[src/rtl/multicycle_ctrl_if.sv]
// -----------------------------------------------------------------------------
// multicycle_ctrl_if
//   Bundles the sequencer's handshake inputs and datapath control outputs.
//
//   Inputs to the sequencer:
//     run        leave IDLE and start fetching
//     opcode     instr[31:26] from the instruction register
//     mem_ready  memory access completes this cycle
//   Outputs from the sequencer:
//     pc_wr_en, branch_en, pc_src[1:0]    program counter update control
//     ir_wr_en, i_or_d                    instruction register / address select
//     mem_rd_en, mem_wr_en                unified memory strobes
//     reg_wr_en, reg_dest, mem_to_reg     register file write-back control
//     alu_src_a, alu_src_b[1:0]           ALU operand selects
//     alu_opcode[1:0]                     ALU operation class
//     instr_done, halted, illegal_op      status
//     state[3:0]                          current FSM state (debug)
//
//   Modports:
//     slave  - the sequencer itself
//     master - the datapath / environment that drives it
// -----------------------------------------------------------------------------
interface multicycle_ctrl_if;
  logic       run;
  logic [5:0] opcode;
  logic       mem_ready;

  logic       pc_wr_en;
  logic       branch_en;
  logic [1:0] pc_src;
  logic       ir_wr_en;
  logic       i_or_d;
  logic       mem_rd_en;
  logic       mem_wr_en;
  logic       reg_wr_en;
  logic       reg_dest;
  logic       mem_to_reg;
  logic       alu_src_a;
  logic [1:0] alu_src_b;
  logic [1:0] alu_opcode;
  logic       instr_done;
  logic       halted;
  logic       illegal_op;
  logic [3:0] state;

  modport slave (
    input  run, opcode, mem_ready,
    output pc_wr_en, branch_en, pc_src, ir_wr_en, i_or_d, mem_rd_en,
           mem_wr_en, reg_wr_en, reg_dest, mem_to_reg, alu_src_a,
           alu_src_b, alu_opcode, instr_done, halted, illegal_op, state
  );

  modport master (
    output run, opcode, mem_ready,
    input  pc_wr_en, branch_en, pc_src, ir_wr_en, i_or_d, mem_rd_en,
           mem_wr_en, reg_wr_en, reg_dest, mem_to_reg, alu_src_a,
           alu_src_b, alu_opcode, instr_done, halted, illegal_op, state
  );
endinterface

[src/rtl/multicycle_ctrl.sv]
// -----------------------------------------------------------------------------
// multicycle_ctrl
//   Multi-cycle sequencer for the MIPS datapath. One ALU and one unified
//   memory port are shared across the cycles of each instruction; the FSM
//   retires exactly one instruction per pass through FETCH.
//
//   Ports:
//     clk    in  system clock, rising edge
//     rst_n  in  synchronous active-low reset
//     bus    multicycle_ctrl_if.slave (handshake inputs, control outputs)
//
//   Parameters:
//     MEM_TIMEOUT  wait-cycle limit per memory access (timeout build only)
//
//   Build option:
//     MC_MEM_TIMEOUT_EN  when defined, a memory access that waits
//                        MEM_TIMEOUT cycles without mem_ready halts the FSM
//                        with illegal_op set. When undefined the FSM waits
//                        indefinitely.
// -----------------------------------------------------------------------------
module multicycle_ctrl #(
  parameter int unsigned MEM_TIMEOUT = 16
) (
  input  logic               clk,
  input  logic               rst_n,
  multicycle_ctrl_if.slave   bus
);

  localparam logic [3:0] S_IDLE      = 4'd0;
  localparam logic [3:0] S_FETCH     = 4'd1;
  localparam logic [3:0] S_DECODE    = 4'd2;
  localparam logic [3:0] S_MEM_ADDR  = 4'd3;
  localparam logic [3:0] S_MEM_READ  = 4'd4;
  localparam logic [3:0] S_MEM_WB    = 4'd5;
  localparam logic [3:0] S_MEM_WRITE = 4'd6;
  localparam logic [3:0] S_R_EXEC    = 4'd7;
  localparam logic [3:0] S_R_WB      = 4'd8;
  localparam logic [3:0] S_ADDI_EXEC = 4'd9;
  localparam logic [3:0] S_ADDI_WB   = 4'd10;
  localparam logic [3:0] S_BRANCH    = 4'd11;
  localparam logic [3:0] S_JUMP      = 4'd12;
  localparam logic [3:0] S_HALT      = 4'd13;

  localparam logic [5:0] OP_RTYPE = 6'b000000;
  localparam logic [5:0] OP_ADDI  = 6'b001000;
  localparam logic [5:0] OP_LW    = 6'b100011;
  localparam logic [5:0] OP_SW    = 6'b101011;
  localparam logic [5:0] OP_BEQ   = 6'b000100;
  localparam logic [5:0] OP_J     = 6'b000010;
  localparam logic [5:0] OP_HALT  = 6'b111111;

  // A zero limit would make the timeout compare meaningless.
  if (MEM_TIMEOUT < 1) begin : g_bad_timeout
    $error("multicycle_ctrl: MEM_TIMEOUT must be at least 1");
  end

  logic [3:0] state_q, state_d;
  logic       illegal_q, illegal_d;

`ifdef MC_MEM_TIMEOUT_EN
  localparam int unsigned CNT_W = $clog2(MEM_TIMEOUT) + 1;

  logic [CNT_W-1:0] wait_cnt_q, wait_cnt_d;
  logic             in_mem_state;
  logic             timed_out;

  assign in_mem_state = (state_q == S_FETCH) || (state_q == S_MEM_READ) ||
                        (state_q == S_MEM_WRITE);
  // The counter holds the number of wait cycles already spent; this cycle
  // would be wait number MEM_TIMEOUT, so give up at the coming edge.
  assign timed_out = in_mem_state && !bus.mem_ready &&
                     (wait_cnt_q == CNT_W'(MEM_TIMEOUT - 1));

  always_comb begin
    wait_cnt_d = wait_cnt_q;
    // Any state change clears, so entry into a memory state starts at zero.
    if (state_d != state_q) begin
      wait_cnt_d = '0;
    end else if (in_mem_state && !bus.mem_ready) begin
      wait_cnt_d = wait_cnt_q + 1'b1;
    end
  end
`endif

  // ---------------------------------------------------------------------------
  // Next-state logic
  // ---------------------------------------------------------------------------
  always_comb begin
    state_d   = state_q;
    illegal_d = illegal_q;
    case (state_q)
      S_IDLE:      if (bus.run) state_d = S_FETCH;
      S_FETCH:     if (bus.mem_ready) state_d = S_DECODE;
      S_DECODE: begin
        case (bus.opcode)
          OP_RTYPE:      state_d = S_R_EXEC;
          OP_ADDI:       state_d = S_ADDI_EXEC;
          OP_LW, OP_SW:  state_d = S_MEM_ADDR;
          OP_BEQ:        state_d = S_BRANCH;
          OP_J:          state_d = S_JUMP;
          OP_HALT:       state_d = S_HALT;
          default: begin
            state_d   = S_HALT;
            illegal_d = 1'b1;
          end
        endcase
      end
      S_MEM_ADDR:  state_d = (bus.opcode == OP_LW) ? S_MEM_READ : S_MEM_WRITE;
      S_MEM_READ:  if (bus.mem_ready) state_d = S_MEM_WB;
      S_MEM_WB:    state_d = S_FETCH;
      S_MEM_WRITE: if (bus.mem_ready) state_d = S_FETCH;
      S_R_EXEC:    state_d = S_R_WB;
      S_R_WB:      state_d = S_FETCH;
      S_ADDI_EXEC: state_d = S_ADDI_WB;
      S_ADDI_WB:   state_d = S_FETCH;
      S_BRANCH:    state_d = S_FETCH;
      S_JUMP:      state_d = S_FETCH;
      S_HALT:      state_d = S_HALT;
      default: begin
        // Encodings 14-15 are unreachable; treat entry as a fault.
        state_d   = S_HALT;
        illegal_d = 1'b1;
      end
    endcase
`ifdef MC_MEM_TIMEOUT_EN
    if (timed_out) begin
      state_d   = S_HALT;
      illegal_d = 1'b1;
    end
`endif
  end

  always_ff @(posedge clk) begin
    if (!rst_n) begin
      state_q    <= S_IDLE;
      illegal_q  <= 1'b0;
`ifdef MC_MEM_TIMEOUT_EN
      wait_cnt_q <= '0;
`endif
    end else begin
      state_q    <= state_d;
      illegal_q  <= illegal_d;
`ifdef MC_MEM_TIMEOUT_EN
      wait_cnt_q <= wait_cnt_d;
`endif
    end
  end

  // ---------------------------------------------------------------------------
  // Output decode: purely from the state register, plus mem_ready for the
  // write-enables that must only fire on the completing memory cycle.
  // ---------------------------------------------------------------------------
  always_comb begin
    bus.pc_wr_en   = 1'b0;
    bus.branch_en  = 1'b0;
    bus.pc_src     = 2'b00;
    bus.ir_wr_en   = 1'b0;
    bus.i_or_d     = 1'b0;
    bus.mem_rd_en  = 1'b0;
    bus.mem_wr_en  = 1'b0;
    bus.reg_wr_en  = 1'b0;
    bus.reg_dest   = 1'b0;
    bus.mem_to_reg = 1'b0;
    bus.alu_src_a  = 1'b0;
    bus.alu_src_b  = 2'b00;
    bus.alu_opcode = 2'b00;
    bus.instr_done = 1'b0;
    bus.halted     = 1'b0;
    case (state_q)
      S_FETCH: begin
        // PC+4 is computed every FETCH cycle but only committed with the IR.
        bus.mem_rd_en = 1'b1;
        bus.alu_src_b = 2'b01;
        bus.ir_wr_en  = bus.mem_ready;
        bus.pc_wr_en  = bus.mem_ready;
      end
      S_DECODE: begin
        // Speculative branch target into ALUOut.
        bus.alu_src_b = 2'b11;
      end
      S_MEM_ADDR, S_ADDI_EXEC: begin
        bus.alu_src_a = 1'b1;
        bus.alu_src_b = 2'b10;
      end
      S_MEM_READ: begin
        bus.mem_rd_en = 1'b1;
        bus.i_or_d    = 1'b1;
      end
      S_MEM_WB: begin
        bus.reg_wr_en  = 1'b1;
        bus.mem_to_reg = 1'b1;
        bus.instr_done = 1'b1;
      end
      S_MEM_WRITE: begin
        // Strobe held for every wait cycle; memory commits on the ready one.
        bus.mem_wr_en  = 1'b1;
        bus.i_or_d     = 1'b1;
        bus.instr_done = bus.mem_ready;
      end
      S_R_EXEC: begin
        bus.alu_src_a  = 1'b1;
        bus.alu_opcode = 2'b10;
      end
      S_R_WB: begin
        bus.reg_wr_en  = 1'b1;
        bus.reg_dest   = 1'b1;
        bus.instr_done = 1'b1;
      end
      S_ADDI_WB: begin
        bus.reg_wr_en  = 1'b1;
        bus.instr_done = 1'b1;
      end
      S_BRANCH: begin
        bus.alu_src_a  = 1'b1;
        bus.alu_opcode = 2'b01;
        bus.pc_src     = 2'b01;
        bus.branch_en  = 1'b1;
        bus.instr_done = 1'b1;
      end
      S_JUMP: begin
        bus.pc_src     = 2'b10;
        bus.pc_wr_en   = 1'b1;
        bus.instr_done = 1'b1;
      end
      S_HALT: begin
        bus.halted = 1'b1;
      end
      default: ;
    endcase
  end

  assign bus.illegal_op = illegal_q;
  assign bus.state      = state_q;

endmodule

[src/flat_wrapper.sv]
// flat-port wrapper written by rule: the top's interface ports become plain ports
module multicycle_ctrl_flat 
#(
  parameter int unsigned MEM_TIMEOUT = 16
)
  (clk, rst_n, bus_run, bus_opcode, bus_mem_ready, bus_pc_wr_en, bus_branch_en, bus_pc_src, bus_ir_wr_en, bus_i_or_d, bus_mem_rd_en, bus_mem_wr_en, bus_reg_wr_en, bus_reg_dest, bus_mem_to_reg, bus_alu_src_a, bus_alu_src_b, bus_alu_opcode, bus_instr_done, bus_halted, bus_illegal_op, bus_state);
  multicycle_ctrl_if bus_i ();
  input  logic clk;
  input  logic rst_n;
  input wire logic [$bits(bus_i.run)-1:0] bus_run;
  input wire logic [$bits(bus_i.opcode)-1:0] bus_opcode;
  input wire logic [$bits(bus_i.mem_ready)-1:0] bus_mem_ready;
  output wire logic [$bits(bus_i.pc_wr_en)-1:0] bus_pc_wr_en;
  output wire logic [$bits(bus_i.branch_en)-1:0] bus_branch_en;
  output wire logic [$bits(bus_i.pc_src)-1:0] bus_pc_src;
  output wire logic [$bits(bus_i.ir_wr_en)-1:0] bus_ir_wr_en;
  output wire logic [$bits(bus_i.i_or_d)-1:0] bus_i_or_d;
  output wire logic [$bits(bus_i.mem_rd_en)-1:0] bus_mem_rd_en;
  output wire logic [$bits(bus_i.mem_wr_en)-1:0] bus_mem_wr_en;
  output wire logic [$bits(bus_i.reg_wr_en)-1:0] bus_reg_wr_en;
  output wire logic [$bits(bus_i.reg_dest)-1:0] bus_reg_dest;
  output wire logic [$bits(bus_i.mem_to_reg)-1:0] bus_mem_to_reg;
  output wire logic [$bits(bus_i.alu_src_a)-1:0] bus_alu_src_a;
  output wire logic [$bits(bus_i.alu_src_b)-1:0] bus_alu_src_b;
  output wire logic [$bits(bus_i.alu_opcode)-1:0] bus_alu_opcode;
  output wire logic [$bits(bus_i.instr_done)-1:0] bus_instr_done;
  output wire logic [$bits(bus_i.halted)-1:0] bus_halted;
  output wire logic [$bits(bus_i.illegal_op)-1:0] bus_illegal_op;
  output wire logic [$bits(bus_i.state)-1:0] bus_state;
  assign bus_i.run = bus_run;
  assign bus_i.opcode = bus_opcode;
  assign bus_i.mem_ready = bus_mem_ready;
  assign bus_pc_wr_en = bus_i.pc_wr_en;
  assign bus_branch_en = bus_i.branch_en;
  assign bus_pc_src = bus_i.pc_src;
  assign bus_ir_wr_en = bus_i.ir_wr_en;
  assign bus_i_or_d = bus_i.i_or_d;
  assign bus_mem_rd_en = bus_i.mem_rd_en;
  assign bus_mem_wr_en = bus_i.mem_wr_en;
  assign bus_reg_wr_en = bus_i.reg_wr_en;
  assign bus_reg_dest = bus_i.reg_dest;
  assign bus_mem_to_reg = bus_i.mem_to_reg;
  assign bus_alu_src_a = bus_i.alu_src_a;
  assign bus_alu_src_b = bus_i.alu_src_b;
  assign bus_alu_opcode = bus_i.alu_opcode;
  assign bus_instr_done = bus_i.instr_done;
  assign bus_halted = bus_i.halted;
  assign bus_illegal_op = bus_i.illegal_op;
  assign bus_state = bus_i.state;
  multicycle_ctrl #(.MEM_TIMEOUT(MEM_TIMEOUT)) u_core (.clk(clk), .rst_n(rst_n), .bus(bus_i));
endmodule
[config.mk]
export PLATFORM = sky130hd
export DESIGN_NAME = multicycle_ctrl_flat
export DESIGN_NICKNAME = d
export VERILOG_FILES = /design/src/rtl/multicycle_ctrl_if.sv /design/src/rtl/multicycle_ctrl.sv /design/src/flat_wrapper.sv
export SDC_FILE = /design/constraint.sdc
export NUM_CORES = 1
export LEC_CHECK = 0
export ABC_AREA = 0
export BUFFER_PORTS_ARGS = -buffer_cell sky130_fd_sc_hd__buf_2
export CAP_MARGIN = 20
export CORE_UTILIZATION = 47
export CTS_BUF_LIST = sky130_fd_sc_hd__clkbuf_4 sky130_fd_sc_hd__clkbuf_8
export CTS_CLUSTER_DIAMETER = 150
export DETAILED_ROUTE_END_ITERATION = 8
export PLACE_DENSITY_LB_ADDON = 0.12
export SYNTH_ARGS = -nofsm -noshare
export SYNTH_HDL_FRONTEND = slang
export SYNTH_SLANG_ARGS = --single-unit
[constraint.sdc]
create_clock -name clk -period 1.5 [get_ports clk]
set_input_delay 0 -clock clk [delete_from_list [all_inputs] [get_ports clk]]
set_output_delay 0 -clock clk [all_outputs]
set_load 0.01 [all_outputs]
After elaboration in Yosys (flattened, before gate mapping):

Index checks and enable logic that the tools add are counted.

* bits in registers: 5
* bits of input ports: 10
* word-level logic and storage cells: 64

* equality and inequality tests: 24
* multiplexer cells: 24
* bitwise gates (word level): 1
* reduce and logical (&&, ||, !) cells: 13

Operators with widths (count)
* 4-bit one-hot mux with 9 select lines: 1
* 4-bit equality test, second input constant: 6
* 4-bit one-hot mux with 5 select lines: 1
* 6-bit equality test, second input constant: 3
* 4-bit by 3-bit equality test with 1-bit output, second input constant: 4
* 4-bit two-way mux: 4
* 13-bit OR reduction: 1
* 1-bit two-way mux: 11
* 2-bit != test, second input constant: 5
* 4-bit by 2-bit equality test with 1-bit output, second input constant: 2
* 2-bit one-hot mux with 2 select lines: 2
* 2-bit OR reduction: 4
* 7-bit OR reduction: 1
* 6-bit by 2-bit equality test with 1-bit output, second input constant: 1
* 6-bit by 3-bit equality test with 1-bit output, second input constant: 1
* 6-bit by 4-bit equality test with 1-bit output, second input constant: 1
* 6-bit zero test: 1
* 1-bit one-hot mux with 2 select lines: 3
* 2-bit one-hot mux with 3 select lines: 1
* 5-bit OR reduction: 1
* 4-bit by 1-bit equality test with 1-bit output, second input constant: 1
* 4-bit zero test: 1
* 4-bit AND reduction: 1
* 4-bit OR reduction: 1
* 4 further kinds: 4

Longest topological paths before layout:

* depth after elaboration: 4
* mapped depth: 6
* gate-level depth less buffers: 4

Least setup slack after synthesis:

Ideal clock, no wire load.

* path type: flip-flop to output port
* start: register u_core.state_q[0], in the netlist u_core.bus.state[0]
* end: output port bus_reg_wr_en
* arrival: 1.562 ns
* slack: -0.062 ns
* cell stages (with the launch flop): 6
* path buffers: 2
* cells stage by stage: dfxtp_1 > clkbuf_1 > clkbuf_1 > nand2_1 > nor3_1 > a31o_2

* longest elaborated chain between the ends: 3
* elaborated cells between the ends (all ways): 5
* those cells by class: eq/ne: 3; mux: 1; reduce/logical: 1

Ends and longest elaborated chain
* start: declaration: line multicycle_ctrl.sv:57 `logic [3:0] state_q, state_d;`
* start signal: assignment: line multicycle_ctrl.sv:141 `state_q <= state_d;`
* 4-bit by 3-bit equality test with 1-bit output or 4-bit equality test (tied branches): line multicycle_ctrl.sv:169 `case (state_q)`
* 3-bit OR reduction (no source line) (*)
* 1-bit two-way mux (*): line multicycle_ctrl.sv:169
* end: declaration: line flat_wrapper.sv:20 `output wire logic [$bits(bus_i.reg_wr_en)-1:0] bus_reg_wr_en;`

Mark *: on every way between the ends. The rest lies on a longest branch, timed or not.

Worst setup path after layout:

* start: register u_core.state_q[2], in the netlist u_core.bus.state[2]
* end: output port bus_instr_done

* longest elaborated chain between the ends: 3
* elaborated cells between the ends (all ways): 8
* those cells by class: eq/ne: 6; mux: 1; reduce/logical: 1

Ends and longest elaborated chain
* 4-bit by 3-bit equality test with 1-bit output or 4-bit equality test (tied branches): line multicycle_ctrl.sv:169
* 5-bit OR reduction (no source line)
* 1-bit one-hot mux with 2 select lines (*): line multicycle_ctrl.sv:169
* end: declaration: line flat_wrapper.sv:26 `output wire logic [$bits(bus_i.instr_done)-1:0] bus_instr_done;`

Marks and branches as above.

==> results.tsv <==
metric	value	unit
Vias/cell	5.87	
Slew Limit Fails	0	
GPL Wtd Cong	0.841	
CP endpoint kind	primary output	
Mapped Cells	100	
total die area	1600	µm²
DRT Pass-1 Iters	5	
Rows	13	
Slew headroom	0.825	
Core ar.	1320	µm²
fillcell total	132	
routed vias	863	
1st-iter DRT viols	15	
prevailing post-synth register cell	dfxtp_1	
htree depth	1	
DP HPWL	1.40	mm
DRC Markers	0	
largest net degree at the start of global routing	20	
total gr overflow	0	
Reg clk slew, reported paths	0.05	ns
Post-CTS Hold Buffers	0	
Final Hold Fails	0	
Crit Path Max Fanout	9	
syn nets	110	
HP Start	rst_n	
Hold Crit Class	in -> reg	
R2R setup slack	0.18	ns
P per Cell Area	1690	nW/µm²
Skew-Pair Late Insertion Delay	0.26	ns
Reg2Reg Depth	5	
Data arrival, critical path	1.44	ns
highest clock rate	0.692	GHz
clock skew	0.00166	ns
Root Driver	clkbuf_4	
hold slack final	0.0251	ns
Total Wirelength	1.91	mm
CTS buffer count	3	
maxcap violations	0	
Finish-stage setup viols	0	
die extent in x	40.0	µm
CP Class	reg -> out	
CP Launch Point	u_core.bus.state[2]$_SDFFE_PN0P_	
Min-Delay Endpoint	u_core.bus.state[1]$_SDFFE_PN0P_	
Post-Place Setup Slack	0.0884	ns
Port Buffer Count	32	
CTS tree	built	
Lkg Pwr	0.436	nW
postcts setup bufs	0	
vias in the first global route	664	
Starting Density	0.515	
sequential share of the synthesized area	0.148	
clk sinks	5	
ys async rst share	0	
Detail Route Antenna Nets	0	
Synth Cell Area	678	µm²
startpoint types	flip-flop	
fin worst setup slack	0.0553	ns
CP required	1.50	ns
Yosys cell types	38	
maximum VDD drop	0.000801	V
outcome	complete, no violations	
post-layout minimum cycle time	1.44	ns
number of synthesized register bits	5	
crit share post-route	0.963	
Avg WL per Cell	13.0	µm
Hold Path Depth	2	
Die Y	40.0	µm
RSZ-0062 raised after global routing	yes	
synth warn	0	
first-pass GRT wire length	2.88	mm
Mean Syn Cell Area	6.78	µm²
total track usage	0.263	
number of flops mapped to enable cells by yosys	0	
antenna violations before repair	0	
Ant. Diodes	0	
nets	143	
R2R Path End	u_core.bus.state[3]$_SDFFE_PN0P_	
Area Growth Syn to Fin	33.9	%
Top Ports	33	
Reg-to-Reg Start	u_core.bus.state[2]$_SDFFE_PN0P_	
share of cells above drive strength 1	0.417	
clock buffer depth	2	
measured slew at the worst slew-check pin	0.261	ns
-- worst max path at each step --
stage | slack, ns | cells after the start | to
final | 0.06 | 4 | bus_instr_done
after global placement | 0.11 | 5 | u_core.bus.state[3]$_SDFFE_PN0P_
after CTS | 0.03 | 4 | bus_instr_done
after floorplan | 0.02 | 5 | u_core.bus.state[3]$_SDFFE_PN0P_
after detailed placement | 0.09 | 5 | u_core.bus.state[3]$_SDFFE_PN0P_
after global routing | -0.005 | 5 | bus_pc_wr_en
-- cell usage after synthesis, drive strengths merged, types with 2 or more instances --
| cell | number | area share |
|---|---|---|
| nor2 | 10 | 0.055 |
| o21ai | 10 | 0.074 |
| clkbuf | 9 | 0.050 |
| a21oi | 7 | 0.052 |
| nor3 | 6 | 0.044 |
| dfxtp | 5 | 0.15 |
| inv | 5 | 0.028 |
| nand2b | 4 | 0.037 |
| nand3 | 4 | 0.030 |
| nor4 | 4 | 0.037 |
| buf | 3 | 0.039 |
| o21a | 3 | 0.033 |
| a211oi | 2 | 0.022 |
| a22o | 2 | 0.026 |
| and2 | 2 | 0.018 |
| and3 | 2 | 0.018 |
| nor2b | 2 | 0.018 |
| or2 | 2 | 0.018 |
| xnor2 | 2 | 0.026 |
-- layout by cell type, fill, tap and decap left out, types with 5 or more instances in the layout --
| master | Yosys | routed |
|---|---|---|
| a21oi_1 | 7 | 7 |
| buf_4 | 2 | 8 |
| buf_2 | 0 | 32 |
| o21ai_0 | 6 | 5 |
| nor3_1 | 6 | 5 |
| o21ai_1 | 4 | 5 |
| nor2_1 | 10 | 10 |
-- metrics by stage --
step            TNS, ns  cells  utilization  power (mW)  area [µm²]
6_report              0    147        0.689        1.53         908
5_1_grt        -0.00523    147        0.689        1.66         908
4_1_cts               0    147        0.680        1.50         896
3_5_place_dp          0    143        0.654        1.30         862
3_3_place_gp          0    143        0.654        1.28         862
2_1_floorplan         0    100            -       0.918         683
-- logic make-up after synthesis --
group / after synthesis / share of synthesized area
simple gates: 41 / 0.336
compound gates: 33 / 0.343
buf+inv: 17 / 0.116
flops: 5 / 0.148
xor+xnor: 2 / 0.0258
mux: 1 / 0.0166
fa+ha+maj: 1 / 0.0148
-- flip-flops by register name, indices dropped and copies added, names as in the netlist --
| register | cells |
|---|---|
| u_core.bus.illegal_op | 1 |
| u_core.bus.state | 4 |
-- routing by layer --
metal  part of all wire  wire length (µm)  global-route usage
met1               0.48               906               0.379
met2               0.46               872               0.391
met3              0.056               107              0.0667
met4              0.011                21              0.0517
met5                  0                 0                   0
-- report_power, final --
| group | switching [mW] | internal [mW] |
|---|---|---|
| logic | 0.560 | 0.496 |
| registers | 0.101 | 0.187 |
| clock network | 0.0710 | 0.120 |
| total | 0.732 | 0.803 |
-- critical path: stages, from the launching register on --
cell	delay (ns)
dfxtp_2	0.42
inv_1	0.13
a22o_1	0.24
mux2_2	0.25
buf_2	0.14
-- layout make-up --
type                            instances  area (µm²)  share of cell area
Clock buffer                            4        30.0              0.0331
Tap cell                               15        18.8              0.0207
Inverter                                5        18.8              0.0207
Multi-Input combinational cell         78         514               0.566
Timing Repair Buffer                   40         220               0.242
Sequential cell                         5         106               0.117
-- timing repair --
item	4_1_cts	5_1_grt
gates resized for setup	3	4
setup endpoints to repair	4	2
gates cloned	0	0
Power figures use the tool's default switching activity.
